## config.mk

```make
export PLATFORM = sky130hd
export DESIGN_NAME = controle_excecao_flat
export DESIGN_NICKNAME = d
export VERILOG_FILES = /design/src/rtl/controle_excecao_pkg.sv /design/src/rtl/controle_excecao_if.sv /design/src/rtl/controle_excecao.sv /design/src/flat_wrapper.sv
export SDC_FILE = /design/constraint.sdc
export NUM_CORES = 1
export LEC_CHECK = 0
export ABC_AREA = 1
export CORE_ASPECT_RATIO = 0.6
export CORE_UTILIZATION = 44
export CTS_CLUSTER_DIAMETER = 50
export DETAILED_ROUTE_END_ITERATION = 8
export MAX_ROUTING_LAYER = met4
export PLACE_DENSITY_LB_ADDON = 0.05
export SYNTH_ARGS = -nofsm -noshare
export SYNTH_HDL_FRONTEND = slang
export SYNTH_SLANG_ARGS = --single-unit
```

## constraint.sdc

```tcl
create_clock -name clk -period 3.8 [get_ports clk]
set_clock_uncertainty 0.15 [all_clocks]
set_input_delay 0.95 -clock clk [delete_from_list [all_inputs] [get_ports clk]]
set_output_delay 0.95 -clock clk [all_outputs]
set_load 0.02 [all_outputs]
```

## src/rtl/controle_excecao_pkg.sv

```systemverilog
// -----------------------------------------------------------------------------
// controle_excecao_pkg
// Shared definitions for the exception sequencer of the multicycle MIPS
// datapath. The memory-address mux, the main control unit and the exception
// sequencer all import these selector codes, so the encodings stay consistent
// across the design.
//   - estado_t : sequencer states
//   - causa_t  : exception cause codes (also the value reported on 'causa')
//   - SEL_*    : memory-address mux selector codes
//   - VETOR_*  : handler-vector byte addresses reached by SEL_V253..SEL_V255
// -----------------------------------------------------------------------------
package controle_excecao_pkg;

  typedef enum logic [1:0] {
    OCIOSO     = 2'd0,
    SALVA_EPC  = 2'd1,
    ESPERA     = 2'd2,
    CARREGA_PC = 2'd3
  } estado_t;

  typedef enum logic [1:0] {
    CAUSA_NENHUMA  = 2'b00,
    CAUSA_OPCODE   = 2'b01,
    CAUSA_OVERFLOW = 2'b10,
    CAUSA_DIVZERO  = 2'b11
  } causa_t;

  // Memory-address mux selector codes.
  localparam logic [3:0] SEL_PC     = 4'b0000;
  localparam logic [3:0] SEL_ULA    = 4'b0001;
  localparam logic [3:0] SEL_ALUOUT = 4'b0010;
  localparam logic [3:0] SEL_V253   = 4'b0011;
  localparam logic [3:0] SEL_V254   = 4'b0100;
  localparam logic [3:0] SEL_V255   = 4'b0101;

  // Handler-vector byte addresses selected by SEL_V253..SEL_V255.
  localparam logic [7:0] VETOR_OPCODE   = 8'd253;
  localparam logic [7:0] VETOR_OVERFLOW = 8'd254;
  localparam logic [7:0] VETOR_DIVZERO  = 8'd255;

  // Maps an exception cause to the mux selector that points at its vector.
  function automatic logic [3:0] sel_de_causa(input causa_t c);
    logic [3:0] sel;
    sel = SEL_PC;
    case (c)
      CAUSA_OPCODE:   sel = SEL_V253;
      CAUSA_OVERFLOW: sel = SEL_V254;
      CAUSA_DIVZERO:  sel = SEL_V255;
      default:        sel = SEL_PC;
    endcase
    return sel;
  endfunction

endpackage

```

## src/rtl/controle_excecao_if.sv

```systemverilog
// -----------------------------------------------------------------------------
// controle_excecao_if
// Bundles the exception sequencer's datapath-facing signals.
//   Event pulses  : opcodeInexistente, overflow, divZero (one-cycle pulses)
//   Datapath in   : valorPC (current PC), dadoMemoria (memory read data)
//   Mux control   : seletorMuxMemoria, muxOverride
//   EPC write     : epcWrite, epcValor
//   PC write      : pcWrite, pcValor
//   Status        : ocupado (stall to control unit), causa (last cause)
// Modports:
//   slave  - the exception sequencer
//   master - the surrounding datapath / control unit
// -----------------------------------------------------------------------------
interface controle_excecao_if;
  logic        opcodeInexistente;
  logic        overflow;
  logic        divZero;
  logic [31:0] valorPC;
  logic [31:0] dadoMemoria;
  logic [3:0]  seletorMuxMemoria;
  logic        muxOverride;
  logic        epcWrite;
  logic [31:0] epcValor;
  logic        pcWrite;
  logic [31:0] pcValor;
  logic        ocupado;
  logic [1:0]  causa;

  modport slave (
    input  opcodeInexistente, overflow, divZero, valorPC, dadoMemoria,
    output seletorMuxMemoria, muxOverride, epcWrite, epcValor,
           pcWrite, pcValor, ocupado, causa
  );

  modport master (
    output opcodeInexistente, overflow, divZero, valorPC, dadoMemoria,
    input  seletorMuxMemoria, muxOverride, epcWrite, epcValor,
           pcWrite, pcValor, ocupado, causa
  );
endinterface

```

## src/rtl/controle_excecao.sv

```systemverilog
// -----------------------------------------------------------------------------
// controle_excecao
// Exception sequencer for the multicycle MIPS datapath. On an invalid-opcode,
// overflow or divide-by-zero pulse it saves EPC, takes over the memory-address
// mux to read the handler-vector byte (253/254/255), waits for the memory read
// data and then loads PC with the zero-extended byte. The control unit is
// stalled (ocupado) for the whole MEM_WAIT+1 cycle sequence.
//
// Parameters:
//   MEM_WAIT   - cycles from address at the mux to valid dadoMemoria (1..15)
//   EPC_OFFSET - subtracted from valorPC to form EPC (PC already incremented)
// Ports:
//   clk   - rising-edge clock
//   reset - synchronous, active-high reset
//   bus   - controle_excecao_if.slave (pulses, PC/memory data, mux/EPC/PC
//           controls, stall and cause)
// -----------------------------------------------------------------------------
module controle_excecao
  import controle_excecao_pkg::*;
#(
  parameter int unsigned MEM_WAIT   = 1,
  parameter logic [31:0] EPC_OFFSET = 32'd4
) (
  input  logic             clk,
  input  logic             reset,
  controle_excecao_if.slave bus
);

  // The wait counter starts at MEM_WAIT-1 and the ESPERA state exits when it
  // reaches 1, giving exactly MEM_WAIT-1 ESPERA cycles.
  localparam logic [3:0] CNT_CARGA = 4'(MEM_WAIT - 1);

  estado_t     estado_q, estado_d;
  logic [3:0]  cnt_q, cnt_d;
  logic [3:0]  codigo_q, codigo_d;
  causa_t      causa_q, causa_d;
  logic [31:0] epc_valor_q, epc_valor_d;

  causa_t      causa_nova;
  logic        pedido;

  // Fixed priority: opcode > overflow > divZero; losers in the same cycle are
  // simply dropped.
  always_comb begin
    causa_nova = CAUSA_NENHUMA;
    if (bus.opcodeInexistente) begin
      causa_nova = CAUSA_OPCODE;
    end else if (bus.overflow) begin
      causa_nova = CAUSA_OVERFLOW;
    end else if (bus.divZero) begin
      causa_nova = CAUSA_DIVZERO;
    end
  end

  assign pedido = (causa_nova != CAUSA_NENHUMA);

  always_comb begin
    estado_d    = estado_q;
    cnt_d       = cnt_q;
    codigo_d    = codigo_q;
    causa_d     = causa_q;
    epc_valor_d = epc_valor_q;

    case (estado_q)
      OCIOSO: begin
        // Pulses are only sampled here; any other state ignores them.
        if (pedido) begin
          codigo_d    = sel_de_causa(causa_nova);
          causa_d     = causa_nova;
          // Registered so epcValor is valid throughout SALVA_EPC; the
          // subtraction wraps naturally at 32 bits.
          epc_valor_d = bus.valorPC - EPC_OFFSET;
          estado_d    = SALVA_EPC;
        end
      end

      SALVA_EPC: begin
        cnt_d    = CNT_CARGA;
        estado_d = (MEM_WAIT == 1) ? CARREGA_PC : ESPERA;
      end

      ESPERA: begin
        cnt_d = cnt_q - 4'd1;
        if (cnt_q == 4'd1) begin
          estado_d = CARREGA_PC;
        end
      end

      CARREGA_PC: begin
        estado_d = OCIOSO;
      end

      default: begin
        estado_d = OCIOSO;
      end
    endcase
  end

  always_ff @(posedge clk) begin
    if (reset) begin
      estado_q    <= OCIOSO;
      cnt_q       <= 4'd0;
      codigo_q    <= SEL_PC;
      causa_q     <= CAUSA_NENHUMA;
      epc_valor_q <= 32'd0;
    end else begin
      estado_q    <= estado_d;
      cnt_q       <= cnt_d;
      codigo_q    <= codigo_d;
      causa_q     <= causa_d;
      epc_valor_q <= epc_valor_d;
    end
  end

  // State-decoded outputs. The selector only carries the latched code while
  // this block owns the mux; otherwise it reads SEL_PC.
  logic ativo;
  assign ativo = (estado_q != OCIOSO);

  assign bus.muxOverride       = ativo;
  assign bus.ocupado           = ativo;
  assign bus.seletorMuxMemoria = ativo ? codigo_q : SEL_PC;
  assign bus.epcWrite          = (estado_q == SALVA_EPC);
  assign bus.epcValor          = epc_valor_q;
  assign bus.pcWrite           = (estado_q == CARREGA_PC);
  assign bus.causa             = causa_q;

  // The handler address is a single byte fetched from the vector table.
  assign bus.pcValor           = {24'b0, bus.dadoMemoria[7:0]};

endmodule

```

## src/flat_wrapper.sv

```systemverilog
// flat-port wrapper written by rule: the top's interface ports become plain ports
module controle_excecao_flat import controle_excecao_pkg::*;
#(
  parameter int unsigned MEM_WAIT   = 1,
  parameter logic [31:0] EPC_OFFSET = 32'd4
)
  (clk, reset, bus_opcodeInexistente, bus_overflow, bus_divZero, bus_valorPC, bus_dadoMemoria, bus_seletorMuxMemoria, bus_muxOverride, bus_epcWrite, bus_epcValor, bus_pcWrite, bus_pcValor, bus_ocupado, bus_causa);
  controle_excecao_if bus_i ();
  input  logic clk;
  input  logic reset;
  input wire logic [$bits(bus_i.opcodeInexistente)-1:0] bus_opcodeInexistente;
  input wire logic [$bits(bus_i.overflow)-1:0] bus_overflow;
  input wire logic [$bits(bus_i.divZero)-1:0] bus_divZero;
  input wire logic [$bits(bus_i.valorPC)-1:0] bus_valorPC;
  input wire logic [$bits(bus_i.dadoMemoria)-1:0] bus_dadoMemoria;
  output wire logic [$bits(bus_i.seletorMuxMemoria)-1:0] bus_seletorMuxMemoria;
  output wire logic [$bits(bus_i.muxOverride)-1:0] bus_muxOverride;
  output wire logic [$bits(bus_i.epcWrite)-1:0] bus_epcWrite;
  output wire logic [$bits(bus_i.epcValor)-1:0] bus_epcValor;
  output wire logic [$bits(bus_i.pcWrite)-1:0] bus_pcWrite;
  output wire logic [$bits(bus_i.pcValor)-1:0] bus_pcValor;
  output wire logic [$bits(bus_i.ocupado)-1:0] bus_ocupado;
  output wire logic [$bits(bus_i.causa)-1:0] bus_causa;
  assign bus_i.opcodeInexistente = bus_opcodeInexistente;
  assign bus_i.overflow = bus_overflow;
  assign bus_i.divZero = bus_divZero;
  assign bus_i.valorPC = bus_valorPC;
  assign bus_i.dadoMemoria = bus_dadoMemoria;
  assign bus_seletorMuxMemoria = bus_i.seletorMuxMemoria;
  assign bus_muxOverride = bus_i.muxOverride;
  assign bus_epcWrite = bus_i.epcWrite;
  assign bus_epcValor = bus_i.epcValor;
  assign bus_pcWrite = bus_i.pcWrite;
  assign bus_pcValor = bus_i.pcValor;
  assign bus_ocupado = bus_i.ocupado;
  assign bus_causa = bus_i.causa;
  controle_excecao #(.MEM_WAIT(MEM_WAIT), .EPC_OFFSET(EPC_OFFSET)) u_core (.clk(clk), .reset(reset), .bus(bus_i));
endmodule
```

After elaboration in Yosys (flattened, before gate mapping):

Index checks and enable logic that the tools add are counted.

* register bits after elaboration: 44
* bits of input ports: 69
* output and inout port bits: 74
* logic and storage cells: 31

* add/subtract/negate cells: 2
* eq/ne operators: 9
* mux-type cells: 9
* reductions and logical operators: 6

Operators with widths (count)
* $sub A32 B3 Y32 const B: 1
* $mux W2: 5
* $pmux W3 S3: 1
* $eq A2 B2 Y1 const B: 4
* $pmux W2 S4: 1
* $pmux W4 S2: 1
* $reduce_bool A2 Y1: 3
* $eq A2 B1 Y1 const B: 2
* $eq A4 B1 Y1 const B: 1
* $mux W4: 1
* $ne A2 B1 Y1 const B: 2
* $reduce_and A2 Y1: 2
* $sub A4 B1 Y4 const B: 1
* $logic_not A2 Y1: 1

Depth between registers and ports, before layout:

Gate-level depths: netlist of the first run.

* depth after elaboration: 6
* mapped depth: 11
* depth with buffers taken out: 11

Worst setup path before layout of the first run:

Ideal clock, no wire load.

* path kind: input port to flip-flop
* from: in bus_valorPC[2]
* to: reg u_core.epc_valor_q[18] (netlist: u_core.bus.epcValor[18])
* library setup time: 109 ps
* arrival time: 1979 ps
* data required time: 3541 ps
* slack: 1562 ps
* stages: 11
* buffers on the path: 0
* path through: inv_1 ha_1 inv_1 nor2_2 nand2_2 nor2_4 nand2_2 xor2_1 nand2_1 nand2_1 inv_1

* longest elaborated chain between the ends: 1

Ends and longest elaborated chain
* start: declaration: line flat_wrapper.sv:14 `input wire logic [$bits(bus_i.valorPC)-1:0] bus_valorPC;`
* $sub A32 B3 Y32: line controle_excecao.sv:72 `epc_valor_d = bus.valorPC - EPC_OFFSET;`
* end signal: assignment: line controle_excecao.sv:111 `epc_valor_q <= epc_valor_d;`
* end: declaration: line controle_excecao.sv:37 `logic [31:0] epc_valor_q, epc_valor_d;`

Every way passes these cells.
A chain may end at the register's enable or synchronous reset.

Worst setup path after layout of the first run:

* from: reg u_core.estado_q[0]
* to: out bus_seletorMuxMemoria[2]

* longest elaborated chain between the ends: 2

Ends and longest elaborated chain
* start: declaration: line controle_excecao.sv:33 `estado_t estado_q, estado_d;`
* start signal: assignment: line controle_excecao.sv:107 `estado_q <= estado_d;`
* $reduce_bool A2 Y1: line controle_excecao.sv:118 `assign ativo = (estado_q != OCIOSO);`
* $mux W4: line controle_excecao.sv:122 `assign bus.seletorMuxMemoria = ativo ? codigo_q : SEL_PC;`
* end: declaration: line flat_wrapper.sv:16 `output wire logic [$bits(bus_i.seletorMuxMemoria)-1:0] bus_seletorMuxMemoria;`

Every way passes these cells.

==> qor.yml, run 1 <==
p_leak_nw: 1.730
drtPass1Iterations: 4
period_share_pct: 78.57
overflow: 0
synth.avg_cell_area_sq_um: 6.450
post-route-drc-count: 0
cts_tree: "done"
ys_seq_elements: 42
min-delay-start: "u_core.codigo_q[2]"
cts_hold_buf: 0
num_rows: 22
synth-seq-area-share_pct: 28.84
dp_hpwl_microns: 5784
setup_viol: 0
yosys.area.top_type_share_pct: 28.84
drive_above_1_share_pct: 7.514
antenna_cells: 0
synth_top_cell_by_area: "dfxtp_1"
outcome: "complete, no violations"
core_sq_mm: 0.006248
globalplace.congestion: 0.9001
required_ns: 2.70
rsz0062_at_grt: "false"
via_count: 2786
clk_root_buffer_cell: "clkbuf_8"
crit_path_start: "u_core.estado_q[0]"
clk_latency_ns: 0.30
port_buffers: 77
worstPathArrival_ns: 1.89
drt_wl_total_microns: 7361
vdd_drop_max_mv: 0.2416
cts.htree.levels: 2
max_freq_mhz: 334.9
final_cells: 603
synthTopCellsByArea: "dfxtp_1 (29%), nor2_1 (12%), buf_4 (9.5%)"
fillers: 620
worstPathMaxFanout: 6
synthToLayoutAreaGrowth_pct: 25.36
setup-tns-final_ns: 0
die_y_microns: 65.05
hold_viol_final: 0
power_density_mw_per_mm2: 553.1
utilization_pct: 58.49
initial_core_util_pct: 46.66
cp-end-kind: "primary output"
synth_cell_type_count: 36
cts_made_buffers: 5
grt_max_degree: 53
dp.cells: 595
yosysWarnings: 0
reg2reg_from: "u_core.estado_q[1]"
avgViaCountPerCell: 4.620
drt_iter0_drc: 153
postSynthCellCount: 452
grt_pass1_vias: 2314
antenna_found_initial: 0
min_path_type: "reg2reg"
postCtsSetupBuffers: 0
cts_sinks: 42
grt_pass1_wl_microns: 11460
cts_resized: 0
crit_type: "reg2out"
num_io_pins: 143
min_period_ns: 2.986
cts.path.max_buffers: 2
fin_nets: 595
fin_ws_ns: 0.8144
place_ws_ns: 0.8729
ant_nets: 0
grtUsageTotal_pct: 22.20
slew_viol_final: 0
synth.cell_area_sq_mm: 0.002915
die_area_sq_mm: 0.006966
cap_violations: 0
routedWlPerCell_microns: 12.21
clk_pin_slew_ns: 0.09
stdcell_area_sq_mm: 0.003655
dpl_cell_area_sq_mm: 0.003568
die_x_microns: 107.1
start_kind: "register"
## worst max-delay path, stage by stage, from the launching register on
cell and delay [ns]:
dfxtp_1 0.41, inv_1 0.09, ha_1 0.30, nor2_1 0.15, clkdlybuf4s50_1 0.63
## flip-flops by register name (all words and copies together) (netlist names)
signal               cells
u_core.codigo_q          3
u_core.bus.epcValor     32
u_core.bus.causa         1
u_core.cnt_q             4
u_core.estado_q          2
## logic make-up (layout without fill, tap and decap cells)
group	after synthesis	in the layout	synth area share [%]
fa+ha+maj	8	8	3.434
flops	42	42	28.84
compound gates	58	58	10.94
simple gates	220	220	33.52
other cells	1	25	0.1286
buf+inv	114	157	20.43
xor+xnor	9	9	2.704
## cells in the final DEF (no fill, tap or decap), types with 11 or more instances in the layout
cell type and count:
nor2_1 90, clkdlybuf4s50_1 77, nand2_1 73, inv_1 67, dfxtp_1 42, conb_1 25
o21ai_0 23, nand3_1 22, a21oi_1 16, nor2_2 11
## synth_stat cells
cell type	instances
a21oi_2	1
dfxtp_1	42
o21ai_0	23
xnor2_1	1
a21oi_1	16
or2_0	1
nand2_1	73
buf_6	1
clkbuf_1	2
xor2_1	8
clkbuf_8	1
inv_1	67
buf_4	37
clkbuf_4	1
o21bai_1	3
inv_6	1
a31oi_1	2
nor2_1	90
clkinv_1	1
nand2_2	6
nand2_4	2
nor2_2	11
nand3_2	1
conb_1	1
nand4_1	6
nor2_4	5
nand3_1	22
a211oi_1	2
nor3_1	2
buf_2	2
a31o_2	1
ha_1	8
and3_1	1
o21bai_2	1
o21ai_1	9
inv_2	1
## cell type report
| type | instances | area [sq um] | share of cell area, % |
|---|---|---|---|
| clock inverters | 2 | 13.76 | 0.3766 |
| clock buffers | 6 | 72.57 | 1.986 |
| multi-input cells | 320 | 1569 | 42.93 |
| repair buffers | 79 | 785.8 | 21.50 |
| well taps | 84 | 105.1 | 2.876 |
| inverters | 70 | 267.8 | 7.326 |
| flip-flops and latches | 42 | 840.8 | 23.01 |
## through the flow
step	power, mW	hold slack [ns]
after floorplan	1.381	0.2926
after global placement	1.718	0.3065
after detailed placement	1.734	0.3058
after CTS	2.029	0.3191
after global routing	2.170	0.3644
final	2.021	0.3217
## report_power, final
group | internal (mW) | switching, mW | leakage, nW | total, mW
Clock | 0.130 | 0.160 | 0.0452 | 0.290
Sequential | 0.581 | 0.0818 | 0.348 | 0.663
Combinational | 0.441 | 0.627 | 1.34 | 1.07
## final timing paths
path / endpoint / slack [ns] / depth (start not counted)
min reg2reg: u_core.codigo_q[2] / 0.32 / 2
max reg2reg: u_core.bus.epcValor[9] / 1.99 / 7
max: bus_seletorMuxMemoria[2] / 0.81 / 4
min: u_core.codigo_q[2] / 0.32 / 2
## metal layers
layer  vias to the layer above  global-route usage (%)  wire (microns)
met5                         -                       -               0
met4                         0                   5.137              46
met3                         5                   4.829             638
met2                       106                   28.06            2683
met1                      1212                   34.37            3992
li1                       1463                       -               -
No activity file was read; power rests on OpenSTA's default activity.
==> inputs of run 2 (changes only) <==
--- a/config.mk
+++ b/config.mk
@@ -7,7 +7,7 @@
 export LEC_CHECK = 0
 export ABC_AREA = 1
 export CORE_ASPECT_RATIO = 0.6
-export CORE_UTILIZATION = 44
+export CORE_UTILIZATION = 41
 export CTS_CLUSTER_DIAMETER = 50
 export DETAILED_ROUTE_END_ITERATION = 8
 export MAX_ROUTING_LAYER = met4
==> constraint.sdc (replaced) <==
create_clock -name clk -period 2.97 [get_ports clk]
set_clock_uncertainty 0.15 [all_clocks]
set_input_delay 0.7425 -clock clk [delete_from_list [all_inputs] [get_ports clk]]
set_output_delay 0.7425 -clock clk [all_outputs]
set_load 0.02 [all_outputs]
==> qor.yml, run 2 (synthesis results as in run 1) <==
dpl_cell_area_sq_mm: 0.003572
final_common_cell: "nor2_1"
crit_path_cell_trace: "inv_1, ha_1, nor2_1, clkdlybuf4s50_1"
drtPass1Iterations: 5
clkPwrFrac_pct: 22.1
cts_hold_buf: 0
ant_nets: 0
finalPower_mw: 2.843
drt_iter0_drc: 158
cts_sinks: 42
cap_violations: 0
clk_root_buffer_cell: "clkbuf_16"
stdcell_area_sq_mm: 0.003739
globalplace.congestion: 0.9332
drt_wl_total_microns: 7487
min_path_type: "reg2reg"
max_freq_mhz: 365.1
crit_buf_inv: 2
largest_register_ff_count: 32
antenna_cells: 0
fin_ws_ns: 0.2307
cp_num_cells: 4
worstPathArrival_ns: 1.85
num_io_pins: 143
cts_resized: 0
cts.path.max_buffers: 2
start_kind: "register"
cts_made_buffers: 5
postCtsSetupBuffers: 0
setup_viol: 0
crit_family: "buffers and inverters"
cp-end-kind: "primary output"
avgViaCountPerCell: 4.558
most-common-layout-cells: "nor2_1 (90), clkdlybuf4s50_1 (77), nand2_1 (73), inv_1 (67), dfxtp_1 (42)"
place_ws_ns: 0.2950
via_count: 2762
reg2reg_depth: 5
critPathMaxStageDelay_ns: 0.61
crit_path_top_delay_cell: "clkdlybuf4s50_1"
port_buffers: 77
power_density_mw_per_mm2: 760.4
drive_above_1_share_pct: 7.514
crit_type: "reg2out"
num_rows: 23
vdd_drop_max_mv: 0.4051
comb_power_share_pct: 48.0
rsz0062_at_grt: "false"
synthToLayoutAreaGrowth_pct: 28.24
switching_share_pct: 39.94
grt_pass1_vias: 2322
overflow: 0
cellInternalPower_mw: 1.707
dp_hpwl_microns: 5958
routedWlPerCell_microns: 12.35
worstPathMaxFanout: 6
clk_latency_ns: 0.29
die_area_sq_mm: 0.007463
p_seq_share_pct: 29.9
antenna_found_initial: 0
post-route-drc-count: 0
grtUsageTotal_pct: 21.48
hold_viol_final: 0
fin_nets: 595
clk_pin_slew_ns: 0.06
fillers: 684
setup-tns-final_ns: 0
grt_pass1_wl_microns: 11740
slew_viol_final: 0
required_ns: 2.08
min_period_ns: 2.739
die_y_microns: 67.32
reg2reg_from: "u_core.estado_q[0]"
core_sq_mm: 0.006763
initial_core_util_pct: 43.11
cts.htree.levels: 2
grt_max_degree: 53
crit_path_start: "u_core.estado_q[0]"
die_x_microns: 110.9
cts_tree: "done"
period_share_pct: 92.23
p_leak_nw: 1.762
p_switching_mw: 1.135
min-delay-start: "u_core.codigo_q[2]"
outcome: "complete, no violations"
holdPathStages: 2
==> run 2: cell count changes in the layout (fill, tap and decap cells not counted) <==
cell and change:
clkbuf_16 +5, clkbuf_8 -5, bufinv_16 +1, clkinv_2 -1
clkinv_4 -1, clkinvlp_4 +1
==> run 2: per-layer routing <==
metal | GRT usage, % | part of all wire [%] | wire length [microns] | vias to the layer above
li1 | - | - | - | 1465
met4 | 6.000 | 1.3 | 95 | 0
met2 | 27.80 | 36 | 2708 | 99
met1 | 31.88 | 55 | 4100 | 1189
met5 | - | 0 | 0 | -
met3 | 5.386 | 7.8 | 583 | 9
==> run 2: layout make-up <==
cell class	instances	area, sq um	area share (%)
clock inverters	2	37.54	1.004
clock buffers	6	128.9	3.447
repair buffers	79	785.8	21.02
inverters	70	267.8	7.162
flip-flops and latches	42	840.8	22.49
well taps	87	108.9	2.912
multi-input cells	320	1569	41.97
==> run 2: worst paths after layout <==
check	slack [ns]	endpoint
setup / recovery	0.23	bus_seletorMuxMemoria[1]
hold / removal	0.32	u_core.codigo_q[2]
hold reg to reg	0.32	u_core.codigo_q[2]
setup reg to reg	1.18	u_core.cnt_q[3]
==> run 2: tightest hold or removal path, delay by kind of cell, from the launching register on <==
family           cells  cell delay (ns)
flip-flops           1             0.31
AND/OR/NAND/NOR      1             0.06
AO/OA/AOI/OAI        1             0.06
==> run 2: stage by stage <==
stage	utilization, %	hold slack [ns]	instances
2_1_floorplan	-	0.2926	476
3_3_place_gp	52.82	0.3044	598
3_5_place_dp	52.82	0.3140	598
4_1_cts	55.28	0.3240	606
5_1_grt	55.28	0.3538	606
6_report	55.28	0.3215	606
==> run 2: power by group through the flow <==
stage	logic [mW]	registers (mW)	clock network [mW]
5_1_grt	1.50	0.873	0.669
3_3_place_gp	1.36	0.856	0
2_1_floorplan	0.755	1.01	0
3_5_place_dp	1.37	0.859	0
6_report	1.36	0.850	0.628
4_1_cts	1.38	0.851	0.644
==> inputs of run 3 (changes only) <==
--- a/config.mk
+++ b/config.mk
@@ -15,3 +15,4 @@
 export SYNTH_ARGS = -nofsm -noshare
 export SYNTH_HDL_FRONTEND = slang
 export SYNTH_SLANG_ARGS = --single-unit
+export TNS_END_PERCENT = 20
==> results of run 3 <==
The final DEF is identical to that of run 2; final timing and power are the same.
